==> config.mk <==
export PLATFORM = sky130hd
export DESIGN_NAME = conv_frame_sequencer
export DESIGN_NICKNAME = d
export VERILOG_FILES = /design/src/rtl/conv_frame_sequencer.sv
export SDC_FILE = /design/constraint.sdc
export NUM_CORES = 1
export LEC_CHECK = 0
export CAP_MARGIN = 0
export CORE_ASPECT_RATIO = 1.1
export CORE_UTILIZATION = 44
export DETAILED_ROUTE_END_ITERATION = 16
export GPL_TIMING_DRIVEN = 0
export PLACE_DENSITY = 0.84
export SKIP_LAST_GASP = 1
export SLEW_MARGIN = 20
export SYNTH_ARGS = -nofsm -noshare
export SYNTH_HDL_FRONTEND = slang
export SYNTH_SLANG_ARGS = --single-unit
==> constraint.sdc <==
create_clock -name clock -period 1.6 [get_ports clock]
set_input_delay 0.32 -clock clock [delete_from_list [all_inputs] [get_ports clock]]
set_output_delay 0.32 -clock clock [all_outputs]
set_load 0.03 [all_outputs]
==> src/rtl/conv_frame_sequencer.sv <==
// Frame sequencer: streams one image from memory into the conv/maxpool datapath, then waits for its outputs.
// Define SEQ_CYCLE_COUNT_EN to add the frame_cycles latency counter output.
module conv_frame_sequencer #(
    parameter int IMG_W         = 28,
    parameter int IMG_H         = 28,
    parameter int KERNEL        = 3,
    parameter int POOL          = 2,
    parameter int ADDR_W        = 10,
    parameter int CNT_W         = 10,
    parameter int DRAIN_TIMEOUT = 1023
) (
    input  logic              clock,
    input  logic              reset,
    input  logic              start,
    input  logic              stall,
    output logic [ADDR_W-1:0] mem_addr,
    output logic              mem_rd_en,
    input  logic [7:0]        mem_data,
    output logic [7:0]        pixel_out,
    output logic              pixel_valid,
    input  logic              con_valid,
    input  logic              max_valid,
    output logic              busy,
    output logic              done,
    output logic              timeout,
    output logic              overrun,
    output logic [CNT_W-1:0]  con_count,
    output logic [CNT_W-1:0]  max_count
`ifdef SEQ_CYCLE_COUNT_EN
    ,
    output logic [15:0]       frame_cycles
`endif
);

    localparam int PIXELS    = IMG_W * IMG_H;
    localparam int CONV_OUTS = (IMG_W - KERNEL + 1) * (IMG_H - KERNEL + 1);
    localparam int POOL_OUTS = ((IMG_W - KERNEL + 1) / POOL) * ((IMG_H - KERNEL + 1) / POOL);
    localparam int DRAIN_W   = $clog2(DRAIN_TIMEOUT + 1);

    localparam logic [ADDR_W-1:0]  LAST_ADDR   = ADDR_W'(PIXELS - 1);
    localparam logic [CNT_W-1:0]   CONV_TARGET = CNT_W'(CONV_OUTS);
    localparam logic [CNT_W-1:0]   POOL_TARGET = CNT_W'(POOL_OUTS);
    localparam logic [DRAIN_W-1:0] DRAIN_LIMIT = DRAIN_W'(DRAIN_TIMEOUT);

    typedef enum logic [1:0] {
        S_IDLE,
        S_STREAM,
        S_DRAIN,
        S_DONE
    } state_t;

    state_t r_state;
    state_t w_nextState;

    logic [ADDR_W-1:0]  r_addr;
    logic               r_pixelValid;
    logic [7:0]         r_pixelHold;
    logic [CNT_W-1:0]   r_conCount;
    logic [CNT_W-1:0]   r_maxCount;
    logic [DRAIN_W-1:0] r_drainCnt;
    logic               r_timeout;
    logic               r_overrun;

    logic               w_startAccept;
    logic               w_setTimeout;
    logic               w_counting;
    logic               w_countsMet;
    logic [DRAIN_W-1:0] w_drainNext;

    assign w_counting  = (r_state == S_STREAM) || (r_state == S_DRAIN);
    assign w_countsMet = (r_conCount == CONV_TARGET) && (r_maxCount == POOL_TARGET);
    assign w_drainNext = r_drainCnt + DRAIN_W'(1);

    always_ff @(posedge clock) begin
        if (reset) begin
            r_state <= S_IDLE;
        end else begin
            r_state <= w_nextState;
        end
    end

    // Completion wins over an expiring drain timer in the same cycle.
    always_comb begin
        w_nextState   = r_state;
        mem_rd_en     = 1'b0;
        busy          = 1'b1;
        done          = 1'b0;
        w_startAccept = 1'b0;
        w_setTimeout  = 1'b0;
        case (r_state)
            S_IDLE: begin
                busy = 1'b0;
                if (start) begin
                    w_startAccept = 1'b1;
                    w_nextState   = S_STREAM;
                end
            end
            S_STREAM: begin
                mem_rd_en = !stall;
                if (!stall && (r_addr == LAST_ADDR)) begin
                    w_nextState = S_DRAIN;
                end
            end
            S_DRAIN: begin
                if (w_countsMet) begin
                    w_nextState = S_DONE;
                end else if (w_drainNext == DRAIN_LIMIT) begin
                    w_setTimeout = 1'b1;
                    w_nextState  = S_DONE;
                end
            end
            S_DONE: begin
                done        = 1'b1;
                w_nextState = S_IDLE;
            end
            default: w_nextState = S_IDLE;
        endcase
    end

    always_ff @(posedge clock) begin
        if (reset) begin
            r_addr       <= '0;
            r_pixelValid <= 1'b0;
            r_pixelHold  <= '0;
            r_conCount   <= '0;
            r_maxCount   <= '0;
            r_drainCnt   <= '0;
            r_timeout    <= 1'b0;
            r_overrun    <= 1'b0;
        end else begin
            r_pixelValid <= mem_rd_en;
            if (r_pixelValid) begin
                r_pixelHold <= mem_data;
            end
            r_drainCnt <= (r_state == S_DRAIN) ? w_drainNext : '0;
            if (w_startAccept) begin
                r_addr     <= '0;
                r_conCount <= '0;
                r_maxCount <= '0;
                r_timeout  <= 1'b0;
                r_overrun  <= 1'b0;
            end else begin
                if (mem_rd_en) begin
                    r_addr <= r_addr + ADDR_W'(1);
                end
                // Counts saturate at the frame's expected total; anything beyond is an overrun.
                if (w_counting && con_valid) begin
                    if (r_conCount == CONV_TARGET) begin
                        r_overrun <= 1'b1;
                    end else begin
                        r_conCount <= r_conCount + CNT_W'(1);
                    end
                end
                if (w_counting && max_valid) begin
                    if (r_maxCount == POOL_TARGET) begin
                        r_overrun <= 1'b1;
                    end else begin
                        r_maxCount <= r_maxCount + CNT_W'(1);
                    end
                end
                if (w_setTimeout) begin
                    r_timeout <= 1'b1;
                end
            end
        end
    end

`ifdef SEQ_CYCLE_COUNT_EN
    logic [15:0] r_frameCycles;

    always_ff @(posedge clock) begin
        if (reset) begin
            r_frameCycles <= '0;
        end else if (w_startAccept) begin
            r_frameCycles <= '0;
        end else if (w_counting && (r_frameCycles != 16'hFFFF)) begin
            r_frameCycles <= r_frameCycles + 16'd1;
        end
    end

    assign frame_cycles = r_frameCycles;
`endif

    // Memory data already arrives registered, so the valid cycle passes it through and the hold register covers gaps.
    assign pixel_out   = r_pixelValid ? mem_data : r_pixelHold;
    assign pixel_valid = r_pixelValid;
    assign mem_addr    = r_addr;
    assign con_count   = r_conCount;
    assign max_count   = r_maxCount;
    assign timeout     = r_timeout;
    assign overrun     = r_overrun;

endmodule

==> results of run 1 <==
## where the power goes
part / switching, mW / internal, mW
sequential: 0.0845 / 1.42
combinational: 0.806 / 0.729
clock: 0.415 / 0.299
## cells in the final DEF (no fill, tap or decap), types with 4 or more instances in the layout
cell type / synthesis / final
sky130_fd_sc_hd__dfxtp_4: 0 / 6
sky130_fd_sc_hd__xor2_1: 24 / 24
sky130_fd_sc_hd__dfxtp_2: 0 / 6
sky130_fd_sc_hd__buf_4: 0 / 17
sky130_fd_sc_hd__xnor2_1: 9 / 9
sky130_fd_sc_hd__ha_4: 0 / 4
sky130_fd_sc_hd__clkdlybuf4s50_1: 0 / 12
sky130_fd_sc_hd__dlygate4sd2_1: 0 / 33
sky130_fd_sc_hd__inv_1: 12 / 8
sky130_fd_sc_hd__buf_6: 0 / 9
sky130_fd_sc_hd__nand3_1: 13 / 11
sky130_fd_sc_hd__nand4_1: 10 / 10
sky130_fd_sc_hd__dfxtp_1: 53 / 41
sky130_fd_sc_hd__ha_1: 12 / 8
sky130_fd_sc_hd__nand2_1: 15 / 14
sky130_fd_sc_hd__clkbuf_1: 6 / 6
sky130_fd_sc_hd__a21oi_1: 5 / 5
sky130_fd_sc_hd__nor2b_1: 12 / 11
sky130_fd_sc_hd__mux2_4: 0 / 7
sky130_fd_sc_hd__nor2_1: 47 / 46
sky130_fd_sc_hd__and3_1: 4 / 4
sky130_fd_sc_hd__clkbuf_8: 0 / 5
## worst min path at each step
stage / from / end / depth (start not counted)
after floorplan: r_drainCnt[0] / r_drainCnt[0] / 1
after global placement: timeout / timeout / 2
after detailed placement: timeout / timeout / 2
after CTS: r_drainCnt[0] / r_drainCnt[0] / 1
after global routing: r_drainCnt[0] / r_drainCnt[0] / 1
final: r_drainCnt[0] / r_drainCnt[0] / 1
## what timing repair did
item | 4_1_cts | 5_1_grt
gates resized for setup | 117 | 30
pin swaps | 8 | 12
hold buffers | 0 | 0
setup endpoints to repair | 58 | 30
buffers inserted | 10 | 8
## layout make-up
class,instances,area [µm²]
Buffer,6,33.8
Clock buffer,6,72.6
Clock inverter,1,5.00
Fill cell,445,1880
Inverter,12,55.1
Multi-Input combinational cell,193,1470
Sequential cell,53,1090
Tap cell,75,93.8
Timing Repair Buffer,75,666
## through the flow
step                      std cells  setup TNS, ns
final                           421         -0.202
after detailed placement        397          -8.87
after global routing            421         -0.727
after global placement          397          -8.22
after floorplan                 265        -0.0397
after CTS                       414         -0.447
## synthesized netlist by cell type, drive strengths merged (2+ instances only)
library cell  number
a31oi              2
o21ai              4
xnor2              9
nand4             10
o21a               2
nor3b              3
nand3             13
and3               5
nand2             16
mux2               8
nor4               3
nor2              47
ha                12
xor2              24
a21oi              5
inv               12
clkbuf             6
nor2b             12
dfxtp             53
or3                2
## flip-flops by register name, indices dropped and copies added, names as in the netlist
register,flops
con_count,10
max_count,10
mem_addr,10
overrun,1
pixel_valid,1
r_drainCnt,10
r_pixelHold,8
r_state,2
timeout,1
## layer usage
metal / part of all wire [%] / wire (µm) / vias up / global-route usage, %
met5: 0 / 0 / - / 0
met4: 1.9 / 107 / 0 / 7.25
met3: 5.2 / 301 / 11 / 4.89
met2: 51 / 2960 / 64 / 36.3
met1: 42 / 2410 / 1005 / 20.9
li1: - / - / 1050 / -
## kinds of logic (layout without fill, tap and decap cells)
kind of cell | Yosys count | after routing | share of synthesized area [%]
adder cells (fa/ha/maj) | 12 | 12 | 6.15
multiplexers | 9 | 9 | 4.10
flip-flops | 53 | 53 | 43.5
AND/OR/NAND/NOR | 118 | 118 | 25.1
XOR/XNOR | 33 | 33 | 11.8
buffers and inverters | 19 | 100 | 2.97
AO/OA/AOI/OAI | 21 | 21 | 6.36
==> results summary, run 1 <==
The run finished, with violations left. The checks that failed: negative setup slack. The share of final-layout standard cells stronger than drive strength 1 is 24.0%.

The least setup slack across all paths after layout is -0.0795 ns. The starting utilization of the core area came out at 45.5%. The cell depth of the worst flop-to-flop path came out at 6. The worst pin sits at a relative slew slack of 69.0%. The transition time at the pin with the least slew margin came out at 0.466 ns. Setup repair after global routing could not meet its margin everywhere. Detailed placement ended at an HPWL of 3.68 mm.

The proportion of netlist area held by the largest area contributor came out at 43.5%. The power after layout came out at 3.75 mW. The post-synthesis register bit count is 53.

Measured along the x axis, the die boundary spans 73 µm. Counting flops with an async set or reset pin after synthesis yields a share of 0%. The kind of cell adding the most delay to the critical path is compound AO/OA/AOI/OAI gates. In the synthesized netlist the dominant register cell turns out to be sky130_fd_sc_hd__dfxtp_1. The placed instances occupy a cell area of 3160 µm². Among all stages on the critical path, the largest delay is contributed by sky130_fd_sc_hd__dfxtp_4. IR analysis of the VDD net gives a maximum drop of 0.863 mV. The clock input transition at the sequential cells of the worst setup and hold paths is 0.09 ns.

The setup slack of the most critical reg-to-reg path is -0.08 ns. The worst setup path is captured at a flop. The total length of routed wires came out at 5.78 mm. After floorplanning, the core was divided into 28 placement rows. The total power density per cell area is 1080 nW/µm². The core region area is 5360 µm².

The post-synthesis area per instance came out at 9.21 µm². The worst setup path is of the reg -> reg kind. The number of hold violations in the final report is 0. For this run the aggregate overflow at the end of global routing stands at 0. The total number of vias is 2130. The first-pass detailed-route iteration total came out at 4. The number of buffers added by the clock tree synthesis step came out at 5. The count of antenna diodes in the layout came out at 0.

The number of library cell types mapped by synthesis came out at 43. In the final design database the tool counted 372 nets. The data arrival time of the critical path came out at 1.89 ns. The highest net fanout along the worst path is 4. The timing-limited maximum frequency came out at 0.595 GHz. The number of standard cells after synthesis is 265. Setup violations remaining at the end of the flow were counted as 5. The period utilization came out at 105%. CTS placed an instance of sky130_fd_sc_hd__clkbuf_8 at the clock tree root. The clock latency on the worst-skew pair is 0.31 ns. The via count of the first global-routing pass was 1919. The number of max-cap violations came out at 0. The H-tree depth is 2. The count of final max-slew check failures came to 0. The total stage count of the critical path is 6. The number of I/O port buffers is 57. In this run the critical register-to-register path is launched from mem_addr[1]. The most critical setup path has its startpoint at mem_addr[1]. The critical path's largest stage delay is 0.38 ns.

The endpoint identified for the worst register-to-register timing path is r_state[0]. The required arrival time at the worst endpoint came out at 1.81 ns. The maximum clock skew at final layout is 0.00878 ns. The worst hold slack came out at 0.474 ns.

Together, buffers and inverters on the worst path number 0. The termination of the worst setup path is r_state[0]. The number of DRC markers after the initial detailed-route iteration came out at 78. The count of flip-flops with a built-in enable after synthesis came out at 0. The clock net sink count came out at 53. The net count of the mapped netlist came out at 291. The weighted congestion at the end of routability-driven global placement came out at 0.840. After synthesis the cells add up to 2440 µm². The initial antenna violation count is 0. The wire length of the first global-routing pass is 8.81 mm.

By area the synthesized netlist is led by sky130_fd_sc_hd__dfxtp_1, sky130_fd_sc_hd__xor2_1, sky130_fd_sc_hd__nor2_1, sky130_fd_sc_hd__ha_1, sky130_fd_sc_hd__mux2_2. The leading area contributor after synthesis is sky130_fd_sc_hd__dfxtp_1. Timing analysis after detailed placement gives a worst setup slack of -0.480 ns. The post-synthesis sequential area ratio came out at 43.5%. The leakage power of the design is 1.46 nW. The worst setup path is launched from a flop.

The height of the chip is 80.1 µm. The TritonCTS clock tree is built. The maximum number of pins on one net before global-route repair is 16. Dividing the detail-routed wire length by the instance count gives 13.7 µm. The layout overhead on the synthesized area is 42.7%. The total I/O pin count came out at 58. The worst hold path belongs to the class reg -> reg. The maximum count of clock buffers along a single path is 2. Cells fill 65.0% of the core in the end.

The signal on the critical path passes through ha_4 > nand4b_1 > o41ai_2 > o21a_1 > o21ai_2 > a221oi_2. The final standard cell area without fillers came out at 3480 µm². Once detail routing completed, the nets flagged for antenna violations numbered 0. The vias per cell came out at 5.06. The floorplan step defined a die boundary enclosing 5850 µm². The DRC violation count after routing is 0.

Global routing used 19.5% of the available tracks across all layers. During synthesis, Yosys emitted a total of 0 warnings. The smallest clock period supported by the final layout is computed as 1.68 ns.
(Power assumes the default switching activity.)
==> inputs of run 2 (changes only) <==
CORE_UTILIZATION = 46   (was 44)
CTS_BUF_LIST = sky130_fd_sc_hd__clkbuf_2 sky130_fd_sc_hd__clkbuf_4 sky130_fd_sc_hd__clkbuf_8   (was unset)
PLACE_DENSITY = 0.87   (was 0.84)
==> results summary, run 2 (synthesis gave the netlist of run 1 again) <==
The total length of routed wires was 6.07 mm (+5.1%). The slowest stage of the critical path belongs to the cell sky130_fd_sc_hd__dfxtp_2. The initial antenna violation count is 0 (unchanged). The total I/O pin count is 58 (unchanged).

The maximum number of pins on one net before global-route repair is 16 (unchanged). The timing-limited maximum frequency is 0.601 GHz (+0.96%). The clock input transition at the sequential cells of the worst setup and hold paths came to 0.09 ns (about the same). The number of buffers added by the clock tree synthesis step came out at 5 (unchanged). The aggregate global-route resource usage came out at 20.4% (+0.83 points). The core region area is 5070 µm² (-5.5%). The number of nets in the final layout is 379 (+1.9%). The final standard cell area without fillers is 3590 µm² (+3.1%). The DRC violation count after routing is 0 (unchanged). The count of antenna diodes in the layout came to 0 (unchanged).

By startpoint and endpoint, the worst setup path is classified as reg -> out. The clock period minus final worst setup slack is 1.66 ns (-0.0160 ns). The total power density per cell area is 1100 nW/µm² (+1.7%). The number of cells in the design after placement is 380 (-4.3%). The TritonCTS clock tree is built. The wire length of the first global-routing pass was 8.92 mm (+1.2%). The via count of the first global-routing pass came out at 1993 (+3.9%). The power after layout came to 3.93 mW (+4.8%). The half-perimeter wire length of the detailed placement result came out at 3.77 mm (+2.5%). The starting utilization of the core area is 48.1% (+2.6 points). The instance area after placement came to 3140 µm² (-0.67%). The critical path's largest stage delay is 0.34 ns (-0.04 ns). The maximum clock skew at final layout is 0.00450 ns (-0.00428 ns).

The data arrival time of the critical path came out at 1.34 ns (-0.55 ns). The period utilization is 104% (-1.0 points). The worst hold slack came out at 0.475 ns (+0.000889 ns). The total number of vias came to 2180 (+2.3%). Walking the worst path, the cells encountered are buf_8 > buf_4 > mux2_4 > buf_6. Setup repair after global routing could not meet its margin everywhere. The cell family contributing the most delay on the critical path is buffers and inverters. The root buffer cell chosen for the clock tree is sky130_fd_sc_hd__clkbuf_8.

The die outline area is 5600 µm² (-4.2%). In this run the worst hold path is classified as reg -> reg. From synthesis to final layout, the design area changed by 47.1%.

The highest net fanout along the worst path came out at 6 (+2). The number of placement rows is 27 (-3.6%). The cts-stage hold buffer count came out at 0 (unchanged). The chip width is 71.4 µm (-2.1%).

The kind of start point of the critical path is a flop. In the layout the commonest cells are sky130_fd_sc_hd__nor2_1, sky130_fd_sc_hd__dfxtp_1, sky130_fd_sc_hd__dlygate4sd2_1. The least setup slack across all paths after layout came out at -0.0635 ns (+0.0160 ns).

The number of max-cap violations came out at 0 (unchanged). The leakage power of the design came out at 1.51 nW (+3.7%). The worst vdd rail ir drop is 0.845 mV (-2.1%).

The tightest slew margin relative to the limit is 67.9% (-1.1 points). The count of final max-slew check failures is 0 (unchanged). The final reports fail on negative setup slack. The clock latency on the worst-skew pair is 0.31 ns (about the same).

The final core area utilization came out at 70.8% (+5.9 points). The maximum count of clock buffers along a single path is 2 (unchanged). The share of final-layout standard cells stronger than drive strength 1 came to 28.0% (+4.0 points). The overflow left after global routing came out at 0 (unchanged). The first-pass detailed-route iteration total is 4 (unchanged). The transition time at the pin with the least slew margin is 0.482 ns (+0.0158 ns).

The count of non-filler cells in the finished layout came out at 412 (-2.1%). The required arrival time at the worst endpoint is 1.28 ns (-0.53 ns). The library cell used most frequently in the layout, excluding fill and tap cells, is sky130_fd_sc_hd__nor2_1. The average wire per standard cell is 14.7 µm (+7.4%). The number of hold violations in the final report came out at 0 (unchanged). The number of buffers and inverters on the critical path is 3 (+3). The number of nets with antenna violations after detailed routing is 0 (unchanged). The H-tree depth is 2 (unchanged).

The height of the chip came out at 78.4 µm (-2.1%). The kind of capture point of the worst setup path is a primary output. The number of DRC markers after the initial detailed-route iteration was 106 (+36%).

The number of I/O port buffers is 57 (unchanged). The weighted congestion at the end of routability-driven global placement is 0.797 (-5.2%). The setup violation total in the final timing report is 9 (+4). The clock net sink count is 53 (unchanged). The vias per cell came out at 5.29 (+4.6%).

The flow ran to the end, but the final reports show violations.
==> run 2: final cells by class <==
| class | instances | area (µm²) |
|---|---|---|
| timing repair buffer | 82 | 727 |
| inverter | 12 | 52.6 |
| fill | 373 | 1480 |
| sequential | 53 | 1090 |
| clock buffer | 8 | 97.6 |
| multi-input combinational | 193 | 1510 |
| tap | 58 | 72.6 |
| buffer | 6 | 33.8 |
==> run 2: power by group <==
part	switching (mW)	total, mW	internal (mW)
Clock	0.429	0.817	0.388
Combinational	0.835	1.60	0.767
Sequential	0.0948	1.51	1.42
Total	1.36	3.93	2.57
==> run 2: repair_timing <==
| action | 4_1_cts | 5_1_grt |
|---|---|---|
| buffers inserted | 14 | 11 |
| pin swaps | 9 | 15 |
| endpoints found under the setup margin | 57 | 28 |
| gates resized for setup | 118 | 39 |
==> run 2: stage by stage <==
step	setup TNS (ns)	setup WS, ns
4_1_cts	-0.700	-0.205
6_report	-0.386	-0.0635
5_1_grt	-1.38	-0.137
2_1_floorplan	-0.0397	-0.0393
3_3_place_gp	-7.82	-0.434
3_5_place_dp	-8.72	-0.431
==> run 2: metal layers <==
layer | global-route usage [%] | part of all wire (%) | wire, µm | vias to the layer above
li1 | - | - | - | 1072
met1 | 23.4 | 43 | 2620 | 1028
met2 | 36.3 | 50 | 3060 | 71
met3 | 4.24 | 4.5 | 275 | 9
met4 | 8.40 | 1.8 | 109 | 0
met5 | 0 | 0 | 0 | -
==> run 2: final timing paths <==
check	startpoint	end	slack, ns	cells past startpoint
worst max register to register	con_count[1]	con_count[6]	-0.06	7
worst min register to register	r_drainCnt[0]	r_drainCnt[0]	0.48	1
worst min-delay path	r_drainCnt[0]	r_drainCnt[0]	0.48	1
worst max-delay path	pixel_valid	pixel_out[5]	-0.06	4
